$ cat src/rtl/uart_pkg.sv
// Shared UART definitions: receiver FSM encoding, baud-rate table and the
// 16x oversampling divider helper used by both the transmitter and receiver.
package uart_pkg;

    localparam int unsigned OVERSAMPLE = 16;

    localparam logic [2:0] StIdle   = 3'd0;
    localparam logic [2:0] StStart  = 3'd1;
    localparam logic [2:0] StData   = 3'd2;
    localparam logic [2:0] StParity = 3'd3;
    localparam logic [2:0] StStop   = 3'd4;

    function automatic int unsigned baud_rate(input logic [2:0] code);
        case (code)
            3'b000:  return 300;
            3'b001:  return 1200;
            3'b010:  return 4800;
            3'b011:  return 9600;
            3'b100:  return 19200;
            3'b101:  return 38400;
            3'b110:  return 57600;
            default: return 115200;
        endcase
    endfunction

    // Rounded CLK_HZ / (16 * baud).
    function automatic int unsigned baud_divider(input int unsigned clk_hz,
                                                 input int unsigned baud);
        return (clk_hz + (OVERSAMPLE / 2) * baud) / (OVERSAMPLE * baud);
    endfunction

endpackage

$ cat src/rtl/uart_receiver_if.sv
// User/line-side signal bundle of the UART receiver. The receiver takes the
// slave view; the line driver and byte consumer take the master view.
interface uart_receiver_if;

    logic [2:0] baud_select;
    logic       RxD;
    logic       Rx_EN;
    logic [7:0] Rx_DATA;
    logic       Rx_VALID;
    logic       Rx_PERROR;
    logic       Rx_FERROR;

    modport master (
        output baud_select, RxD, Rx_EN,
        input  Rx_DATA, Rx_VALID, Rx_PERROR, Rx_FERROR
    );

    modport slave (
        input  baud_select, RxD, Rx_EN,
        output Rx_DATA, Rx_VALID, Rx_PERROR, Rx_FERROR
    );

endinterface

$ cat src/rtl/uart_receiver_baud_controller.sv
// Turns a 3-bit rate code into a one-clk 16x oversampling tick. A synchronous
// clear restarts the divider so ticks can be aligned to a start edge.
module baud_controller
    import uart_pkg::*;
#(
    parameter int unsigned CLK_HZ = 50_000_000
) (
    input  logic       clk,
    input  logic       reset,
    input  logic       clear,
    input  logic [2:0] baud_code,
    output logic       sample_tick
);

    localparam int unsigned Div0 = baud_divider(CLK_HZ, baud_rate(3'd0));
    localparam int unsigned Div1 = baud_divider(CLK_HZ, baud_rate(3'd1));
    localparam int unsigned Div2 = baud_divider(CLK_HZ, baud_rate(3'd2));
    localparam int unsigned Div3 = baud_divider(CLK_HZ, baud_rate(3'd3));
    localparam int unsigned Div4 = baud_divider(CLK_HZ, baud_rate(3'd4));
    localparam int unsigned Div5 = baud_divider(CLK_HZ, baud_rate(3'd5));
    localparam int unsigned Div6 = baud_divider(CLK_HZ, baud_rate(3'd6));
    localparam int unsigned Div7 = baud_divider(CLK_HZ, baud_rate(3'd7));
    // The slowest rate has the largest divider and sizes the counter.
    localparam int unsigned CntW = $clog2(Div0 + 1);

    logic [CntW-1:0] div_m1;
    logic [CntW-1:0] cnt_q, cnt_d;

    always_comb begin
        case (baud_code)
            3'd0: div_m1 = CntW'(Div0 - 1);
            3'd1: div_m1 = CntW'(Div1 - 1);
            3'd2: div_m1 = CntW'(Div2 - 1);
            3'd3: div_m1 = CntW'(Div3 - 1);
            3'd4: div_m1 = CntW'(Div4 - 1);
            3'd5: div_m1 = CntW'(Div5 - 1);
            3'd6: div_m1 = CntW'(Div6 - 1);
            3'd7: div_m1 = CntW'(Div7 - 1);
        endcase
    end

    assign sample_tick = (cnt_q == div_m1);

    always_comb begin
        cnt_d = cnt_q + CntW'(1);
        if (clear || sample_tick) begin
            cnt_d = '0;
        end
    end

    always_ff @(posedge clk or posedge reset) begin
        if (reset) begin
            cnt_q <= '0;
        end else begin
            cnt_q <= cnt_d;
        end
    end

endmodule

$ cat src/rtl/uart_receiver.sv
// UART receive stage: 8E1 frames at a selectable 16x-oversampled rate.
// Define UART_RX_MAJORITY_EN to decide each bit by 2-of-3 vote over ticks 6..8.
module uart_receiver
    import uart_pkg::*;
#(
    parameter int unsigned CLK_HZ = 50_000_000
) (
    input  logic           clk,
    input  logic           reset,
    uart_receiver_if.slave rx
);

    logic       rxd_meta_q, rxd_sync_q, rxd_prev_q;
    logic [2:0] state_q, state_d;
    logic [3:0] tick_cnt_q, tick_cnt_d;
    logic [2:0] bit_cnt_q, bit_cnt_d;
    logic [7:0] shift_q, shift_d;
    logic       perr_q, perr_d;
    logic [2:0] baud_q, baud_d;
    logic [7:0] data_q, data_d;
    logic       valid_q, valid_d;
    logic       perror_q, perror_d;
    logic       ferror_q, ferror_d;

    logic       start_edge;
    logic       start_det;
    logic       sample_tick;
    logic       sample_now;
    logic       bit_val;
    logic       tick_wrap;

    baud_controller #(
        .CLK_HZ(CLK_HZ)
    ) u_baud_controller (
        .clk        (clk),
        .reset      (reset),
        .clear      (start_det),
        .baud_code  (baud_q),
        .sample_tick(sample_tick)
    );

    always_ff @(posedge clk or posedge reset) begin
        if (reset) begin
            rxd_meta_q <= 1'b1;
            rxd_sync_q <= 1'b1;
            rxd_prev_q <= 1'b1;
        end else begin
            rxd_meta_q <= rx.RxD;
            rxd_sync_q <= rxd_meta_q;
            rxd_prev_q <= rxd_sync_q;
        end
    end

    assign start_edge = rxd_prev_q & ~rxd_sync_q;
    assign start_det  = (state_q == StIdle) && rx.Rx_EN && start_edge;
    assign tick_wrap  = sample_tick && (tick_cnt_q == 4'hf);

`ifdef UART_RX_MAJORITY_EN
    logic s6_q, s7_q;

    always_ff @(posedge clk or posedge reset) begin
        if (reset) begin
            s6_q <= 1'b1;
            s7_q <= 1'b1;
        end else if (sample_tick) begin
            if (tick_cnt_q == 4'd6) s6_q <= rxd_sync_q;
            if (tick_cnt_q == 4'd7) s7_q <= rxd_sync_q;
        end
    end

    // Vote at tick 8 so the bit boundaries stay where the single-sample build has them.
    assign sample_now = sample_tick && (tick_cnt_q == 4'd8);
    assign bit_val    = (s6_q & s7_q) | (s6_q & rxd_sync_q) | (s7_q & rxd_sync_q);
`else
    assign sample_now = sample_tick && (tick_cnt_q == 4'd7);
    assign bit_val    = rxd_sync_q;
`endif

    always_comb begin
        state_d    = state_q;
        tick_cnt_d = tick_cnt_q;
        bit_cnt_d  = bit_cnt_q;
        shift_d    = shift_q;
        perr_d     = perr_q;
        baud_d     = baud_q;
        data_d     = data_q;
        valid_d    = 1'b0;
        perror_d   = perror_q;
        ferror_d   = ferror_q;

        if (sample_tick) begin
            tick_cnt_d = tick_cnt_q + 4'd1;
        end

        if ((state_q != StIdle) && !rx.Rx_EN) begin
            state_d    = StIdle;
            tick_cnt_d = '0;
        end else begin
            case (state_q)
                StIdle: begin
                    tick_cnt_d = '0;
                    if (start_det) begin
                        state_d  = StStart;
                        baud_d   = rx.baud_select;
                        perror_d = 1'b0;
                        ferror_d = 1'b0;
                    end
                end
                StStart: begin
                    if (sample_now && bit_val) begin
                        state_d    = StIdle;
                        tick_cnt_d = '0;
                    end else if (tick_wrap) begin
                        state_d    = StData;
                        tick_cnt_d = '0;
                        bit_cnt_d  = '0;
                    end
                end
                StData: begin
                    if (sample_now) begin
                        shift_d = {bit_val, shift_q[7:1]};
                    end
                    if (tick_wrap) begin
                        tick_cnt_d = '0;
                        bit_cnt_d  = bit_cnt_q + 3'd1;
                        if (bit_cnt_q == 3'd7) begin
                            state_d = StParity;
                        end
                    end
                end
                StParity: begin
                    if (sample_now) begin
                        perr_d = bit_val ^ (^shift_q);
                    end
                    if (tick_wrap) begin
                        state_d    = StStop;
                        tick_cnt_d = '0;
                    end
                end
                StStop: begin
                    // Leave at mid-stop so a back-to-back start edge is not missed.
                    if (sample_now) begin
                        data_d     = shift_q;
                        ferror_d   = ~bit_val;
                        perror_d   = perr_q;
                        valid_d    = bit_val & ~perr_q;
                        state_d    = StIdle;
                        tick_cnt_d = '0;
                    end
                end
                default: begin
                    state_d    = StIdle;
                    tick_cnt_d = '0;
                end
            endcase
        end
    end

    always_ff @(posedge clk or posedge reset) begin
        if (reset) begin
            state_q    <= StIdle;
            tick_cnt_q <= '0;
            bit_cnt_q  <= '0;
            shift_q    <= '0;
            perr_q     <= 1'b0;
            baud_q     <= '0;
            data_q     <= '0;
            valid_q    <= 1'b0;
            perror_q   <= 1'b0;
            ferror_q   <= 1'b0;
        end else begin
            state_q    <= state_d;
            tick_cnt_q <= tick_cnt_d;
            bit_cnt_q  <= bit_cnt_d;
            shift_q    <= shift_d;
            perr_q     <= perr_d;
            baud_q     <= baud_d;
            data_q     <= data_d;
            valid_q    <= valid_d;
            perror_q   <= perror_d;
            ferror_q   <= ferror_d;
        end
    end

    assign rx.Rx_DATA   = data_q;
    assign rx.Rx_VALID  = valid_q;
    assign rx.Rx_PERROR = perror_q;
    assign rx.Rx_FERROR = ferror_q;

endmodule

$ cat src/flat_wrapper.sv
// flat-port wrapper written by rule: the top's interface ports become plain ports
module uart_receiver_flat import uart_pkg::*;
#(
    parameter int unsigned CLK_HZ = 50_000_000
)
  (clk, reset, rx_baud_select, rx_RxD, rx_Rx_EN, rx_Rx_DATA, rx_Rx_VALID, rx_Rx_PERROR, rx_Rx_FERROR);
  uart_receiver_if rx_i ();
  input  logic clk;
  input  logic reset;
  input wire logic [$bits(rx_i.baud_select)-1:0] rx_baud_select;
  input wire logic [$bits(rx_i.RxD)-1:0] rx_RxD;
  input wire logic [$bits(rx_i.Rx_EN)-1:0] rx_Rx_EN;
  output wire logic [$bits(rx_i.Rx_DATA)-1:0] rx_Rx_DATA;
  output wire logic [$bits(rx_i.Rx_VALID)-1:0] rx_Rx_VALID;
  output wire logic [$bits(rx_i.Rx_PERROR)-1:0] rx_Rx_PERROR;
  output wire logic [$bits(rx_i.Rx_FERROR)-1:0] rx_Rx_FERROR;
  assign rx_i.baud_select = rx_baud_select;
  assign rx_i.RxD = rx_RxD;
  assign rx_i.Rx_EN = rx_Rx_EN;
  assign rx_Rx_DATA = rx_i.Rx_DATA;
  assign rx_Rx_VALID = rx_i.Rx_VALID;
  assign rx_Rx_PERROR = rx_i.Rx_PERROR;
  assign rx_Rx_FERROR = rx_i.Rx_FERROR;
  uart_receiver #(.CLK_HZ(CLK_HZ)) u_core (.clk(clk), .reset(reset), .rx(rx_i));
endmodule
$ cat config.mk
export PLATFORM = sky130hd
export DESIGN_NAME = uart_receiver_flat
export DESIGN_NICKNAME = d
export VERILOG_FILES = /design/src/rtl/uart_pkg.sv /design/src/rtl/uart_receiver_if.sv /design/src/rtl/uart_receiver_baud_controller.sv /design/src/rtl/uart_receiver.sv /design/src/flat_wrapper.sv
export SDC_FILE = /design/constraint.sdc
export NUM_CORES = 1
export LEC_CHECK = 0
export ABC_AREA = 1
export CAP_MARGIN = 10
export CORE_ASPECT_RATIO = 1.5
export CORE_MARGIN = 10
export CORE_UTILIZATION = 59
export CTS_CLUSTER_SIZE = 14
export DETAILED_ROUTE_END_ITERATION = 8
export PLACE_DENSITY = 0.79
export REMOVE_ABC_BUFFERS = 1
export SLEW_MARGIN = 20
export SYNTH_ARGS = -nofsm -noshare
export SYNTH_HDL_FRONTEND = slang
export SYNTH_SLANG_ARGS = --single-unit
$ cat constraint.sdc
create_clock -name clk -period 2.45 [get_ports clk]
set_clock_uncertainty 0.2 [all_clocks]
set_input_delay 0.3675 -clock clk [delete_from_list [all_inputs] [get_ports clk]]
set_output_delay 0.3675 -clock clk [all_outputs]
set_load 0.02 [all_outputs]
== Yosys cells after proc, flatten, opt, wreduce, memory -nomap -nowiden ==
Memory sizes are Yosys's and may differ from the RTL's.
Index checks and enable logic that the tools add are counted.
Word-level totals
  register bits after elaboration: 50
  ROM bits: 96
  bits of input ports: 7
  memories kept: 1
Cells by class
  add/subtract/negate cells: 3
  equal/unequal tests: 19
  muxes and demuxes: 28
  bitwise logic cells: 6
  reductions and logical operators: 21
Memory list
  (no name shown): depth 8, bits a word 12, rd ports 1, clocked after Yosys merged registers in 0, write ports 0, line uart_receiver_baud_controller.sv:30  | case (baud_code)
Operators with widths (number)
  2-to-1 mux 3 bit: 11
  2-to-1 mux 4 bit: 5
  one-hot mux 3 bit (5 select lines): 1
  adder 14 x 1 -> 14 bit (second input constant): 1
  == test 14 bit: 1
  2-to-1 mux 14 bit: 1
  != test 3 x 1 -> 1 bit (second input constant): 4
  one-hot mux 4 bit (3 select lines): 1
  AND reduction 3 bit: 4
  parity 8 bit: 1
  == test 3 x 2 -> 1 bit (second input constant): 2
  == test 3 bit (second input constant): 2
  logical AND 1 bit: 6
  2-to-1 mux 1 bit: 6
  != test 2 x 1 -> 1 bit (second input constant): 3
  one-hot mux 3 bit (2 select lines): 1
  AND reduction 6 bit: 1
  AND reduction 5 bit: 1
  adder 4 x 1 -> 4 bit (second input constant): 1
  == test 4 x 3 -> 1 bit (second input constant): 1
  == test 4 bit (second input constant): 1
  != test 2 bit (second input constant): 2
  != test 4 x 1 -> 1 bit (second input constant): 1
  one-hot mux 1 bit (2 select lines): 2
  other kinds (13): 17

== Longest topological paths before layout ==
An unclocked memory read counts as a cell.
  word-level depth: 7
  mapped depth: 17
  mapped depth without buffers: 17

== By module ==
Synthesis repeated with hierarchy kept, for this count alone.
Second synthesis, totals
  cell total of the unflattened synthesis: 387
  area total of the unflattened synthesis: 2995.4 µm²
By module, submodules not included
  uart_receiver: times used 1, cells each 227, area each 1898.1 µm², sequential area each 904.6 µm²
  baud_controller: times used 1, cells each 160, area each 1097.3 µm², sequential area each 350.3 µm²

== Least setup slack after synthesis ==
OpenSTA, ideal clock, no wires.
  path type: register to register
  start: reg u_core.baud_q[0]
  end: reg u_core.ferror_q (netlist: u_core.rx.Rx_FERROR)
  data arrival time: 1.932 ns
  path slack: 0.198 ns
  stages on the path, launching flop included: 17
  path buffers: 0
  period minus slack after synthesis: 2.252 ns
  path through: dfrtp_1 > inv_1 > ha_1 > nand2_1 > nand2_1 > nand2_1 > nand2_1 > nor2_1 > nand2_1 > nor2_4 > nand2_2 > nor2_8 > nand2_4 > nand2_1 > nand2_1 > nand2_1 > o21ai_1
On the way
  word-level cells in the longest chain between the ends: 5
Ends and longest elaborated chain
  start, declared: line uart_receiver.sv:19  | logic [2:0] baud_q, baud_d;
  start signal, assigned: line uart_receiver.sv:177  | baud_q <= baud_d;
  memory (8 x 12 bit)
  == test 14 bit: line uart_receiver_baud_controller.sv:42  | assign sample_tick = (cnt_q == div_m1);
  logical AND 1 bit: line uart_receiver.sv:75  | assign sample_now = sample_tick && (tick_cnt_q == 4'd7);
  != test 2 x 1 -> 1 bit (no line)
  AND reduction 4 bit (no line)
  end signal, assigned: line uart_receiver.sv:181  | ferror_q <= ferror_d;
  end, declared: line uart_receiver.sv:23  | logic ferror_q, ferror_d;
No other way between the ends.
A chain may end at the register's enable or synchronous reset.

== Worst setup path in the final report ==
Ends and elaborated chain as after synthesis.

==> results.md <==
| Metric | Value | Unit |
|:---|:---|:---|
| Outcome | complete, no violations | - |
| Fill cell total of the finished layout | 385 | - |
| Total power density per cell area | 926 | nW/um2 |
| Die extent in y | 107 | um |
| Total of flip-flops plus latches after synthesis | 50 | - |
| Number of vias after detailed routing | 2,574 | - |
| Maxcap violations | 0 | - |
| Clock tree from TritonCTS | done | - |
| Data arrival time of the critical path | 2.43 | ns |
| Final Util | 72.6 | % |
| Overall power | 3260 | uW |
| Hold path endpoint | u_core.bit_val | - |
| Post-synthesis xor/xnor area fraction | 3.85 | % |
| Global-route wire length before repair | 11.1 | mm |
| Asr flop ratio synth | 100 | % |
| Worst-case clock buffer depth | 2 | - |
| Number of diodes added for antenna fixing | 0 | - |
| Initial Utilization | 60.9 | % |
| Horizontal extent of the die | 77.8 | um |
| Largest net degree at the start of global routing | 28 | - |
| Prevailing post-synth register cell | dfrtp_1 | - |
| Maximum clock frequency | 0.412 | GHz |
| CP bufs+invs | 1 | - |
| Netlist Area Pre-Place | 2950 | um2 |
| Fraction of the yosys area taken by sequential cells | 42.5 | % |
| Setup Crit Path Kind | reg2reg | - |
| Max-slew headroom | 64.7 | % |
| Fraction of final layout cells sized beyond drive strength 1 | 14.8 | % |
| Library cells used by synthesis | 33 | - |
| Initial DRC Count | 120 | - |
| Global Route Usage Sum | 16.4 | % |
| Launch point of the worst hold path | u_core.rxd_meta_q | - |
| Cell chain of the critical path | inv_2 > ha_4 > nand2_4 > nand2_1 > nand2_1 > nand2_1 > nor2_2 > nand2_2 > nor2_4 > nand2_4 > nor2_8 > nand2_4 > nand2_2 > nand2_2 > nand2_1 > o21ai_1 | - |
| Largest fanout on the critical path | 6 | - |
| Clock tree root driver cell | clkbuf_8 | - |
| Initial antenna violation count | 0 | - |
| Maximum single-stage delay on the critical path | 0.42 | ns |
| Synthesized area per cell | 7.46 | um2 |
| Startpoint Class | flop | - |
| Cell family with most CP delay | simple AND/OR/NAND/NOR gates | - |
| Total Die Area | 8300 | um2 |
| Simple-gate share of the synthesized area | 34.0 | % |
| Clock slew at reported path FFs | 0.09 | ns |
| Post-Place Setup Slack | -0.0427 | ns |
| Multiplexer share of the synthesized area | 0 | % |
| Slowest stage cell, crit path | dfrtp_1 | - |
| WL per Instance | 13.4 | um |
| Area of the multi-input gates | 1560 | um2 |
| Worst path most repeated cell | nand2_1 | - |
| Combinational family with the most area after synthesis | simple AND/OR/NAND/NOR gates | - |
| Leak | 0.00172 | uW |
| Remaining global-route overflow | 0 | - |
| Reg-to-reg slack, setup | 0.02 | ns |
| Endpoints failing hold | 0 | - |
| DPL Wire Length | 5.10 | mm |
| Data required time of the worst path | 2.45 | ns |
| Gp weighted congestion | 0.896 | - |
| Net count reported at finish | 442 | - |
| Peak ir drop on the vdd network | 0.514 | mV |
| Vias in the first global route | 2,477 | - |
| Startpoint of the most critical register-to-register path | u_core.baud_q[0] | - |
| Fin. max-slew vios | 0 | - |
| Final-report setup violation count | 0 | - |
| Logic depth of the worst register-to-register path | 16 | - |
| Area added between synthesis and finish | 19.1 | % |
| Synthesized instance count | 396 | - |
| Total core area | 4850 | um2 |
| Total number of placement rows | 31 | - |
| YS warnings | 0 | - |
| Drt pass-1 iters | 4 | - |
| Endpoint type of the worst setup path | flop | - |
| Number of cells traversed by the worst hold path | 0 | - |
| Smallest hold slack | 0.162 | ns |
| Final critical-path required period | 2.43 | ns |
| Class of the worst hold path | reg2reg | - |
| Synth Area in Compound Gates | 7.16 | % |
| Drc violations | 0 | - |
| Buffers on Ports | 17 | - |
| Aggregate negative setup slack | 0 | ns |
| Share of the cycle needed by the critical path after routing | 99.1 | % |
| Worst-Skew Late Latency | 0.30 | ns |
| Top-Level Pins | 18 | - |
| Worst Slack Setup Final | 0.0211 | ns |
| Routed wire length | 6.61 | mm |
| Vias per std cell | 5.22 | - |
| Number of CTS-inserted buffers | 5 | - |
| Maximum level of the CTS H-tree | 2 | - |
| Total clock sinks | 50 | - |
| Pin slew with the least headroom to its limit | 0.528 | ns |
| RSZ-0062 raised after global routing | true | - |
| Routed Antenna Nets | 0 | - |
| Number of synthesized flops with an enable pin | 0 | - |
| Adder-cell share of the synthesized area | 3.81 | % |
| Sequential standard cell area | 1250 | um2 |
| R2R Path End | u_core.rx.Rx_FERROR | - |
==> cell families after synthesis <==
family | count (synthesis)
XOR/XNOR | 13
AO/OA/AOI/OAI | 40
adder cells (fa/ha/maj) | 9
AND/OR/NAND/NOR | 223
flip-flops | 50
buffers and inverters | 61
==> metal layers <==
layer	vias up	track usage, %	share of wire [%]
met5	-	0	0
met4	0	6.41	2.9
met3	14	2.84	2.9
met2	45	31.3	56
met1	1198	17.1	38
li1	1317	-	-
==> timing repair <==
action | CTS | global route
hold buffers | 0 | 0
endpoints found under the setup margin | 16 | 44
pin swaps | 0 | 7
resized for setup | 2 | 36
buffers inserted | 1 | 3
==> synthesized netlist by cell type (5+ instances only) <==
master	instances	area share, %
a21oi_1	9	1.5
dfrtp_1	47	40
ha_1	9	3.8
inv_1	54	6.9
nand2_1	121	15
nand3_1	41	6.9
nor2_1	29	3.7
nor3_1	8	1.4
nor3b_1	5	1.3
o21ai_0	9	1.5
o21ai_1	18	3.0
xor2_1	10	3.0
==> sequential cells by signal, indices dropped and copies added, names as in the netlist, 3 cells and up <==
signal,flops
u_core.baud_q,3
u_core.shift_q,8
u_core.rx.Rx_DATA,8
u_core.bit_cnt_q,3
u_core.state_q,3
u_core.tick_cnt_q,4
u_core.u_baud_controller.cnt_q,14
==> cell usage in the layout, fill, tap and decap left out, types with 4 or more instances in the layout <==
master and instances:
a21oi_1 9, buf_4 6, clkbuf_8 5, clkdlybuf4s50_1 17, dfrtp_1 47, ha_1 6
inv_1 50, inv_2 4, nand2_1 106, nand2_2 15, nand2_4 5, nand3_1 40
nor2_1 26, nor3_1 7, nor3b_1 5, o21ai_0 9, o21ai_1 16, xor2_1 10
==> through the flow <==
step,cells,area (um2)
floorplan,390,2900
global placement,481,3250
detailed placement,481,3250
CTS,490,3370
global route,493,3520
finish,493,3520
==> final cells by class <==
class	instances	share of cell area (%)
Clock buffer	6	2.06
Clock inverter	2	1.07
Inverter	55	5.90
Multi-Input combinational cell	285	44.2
Sequential cell	50	35.7
Tap cell	66	2.35
Timing Repair Buffer	29	8.78
==> how the worst max path moves through the flow <==
stage	depth (start not counted)	slack (ns)	end	startpoint
after floorplan	16	0.15	u_core.rx.Rx_FERROR	u_core.baud_q[0]
after global placement	16	0.03	u_core.rx.Rx_PERROR	u_core.baud_q[0]
after detailed placement	16	-0.04	u_core.rx.Rx_FERROR	u_core.baud_q[0]
after CTS	16	0.02	u_core.state_q[0]	u_core.baud_q[0]
after global routing	14	-0.13	u_core.rx.Rx_DATA[5]	u_core.baud_q[0]
final	16	0.02	u_core.rx.Rx_FERROR	u_core.baud_q[0]
==> worst register-to-register path, stage by stage, from the launching register on <==
cell,delay (ns)
dfrtp_1,0.42
inv_2,0.13
ha_4,0.24
nand2_4,0.09
nand2_1,0.06
nand2_1,0.07
nand2_1,0.06
nor2_2,0.13
nand2_2,0.08
nor2_4,0.17
nand2_4,0.10
nor2_8,0.20
nand2_4,0.11
nand2_2,0.08
nand2_2,0.07
nand2_1,0.07
o21ai_1,0.06
==> power by group <==
group	internal, uW	total [uW]	switching, uW
Sequential	928	1040	115
Clock	305	582	277
Combinational	599	1640	1040
Total	1830	3260	1430
No activity file was read; power rests on OpenSTA's default activity.
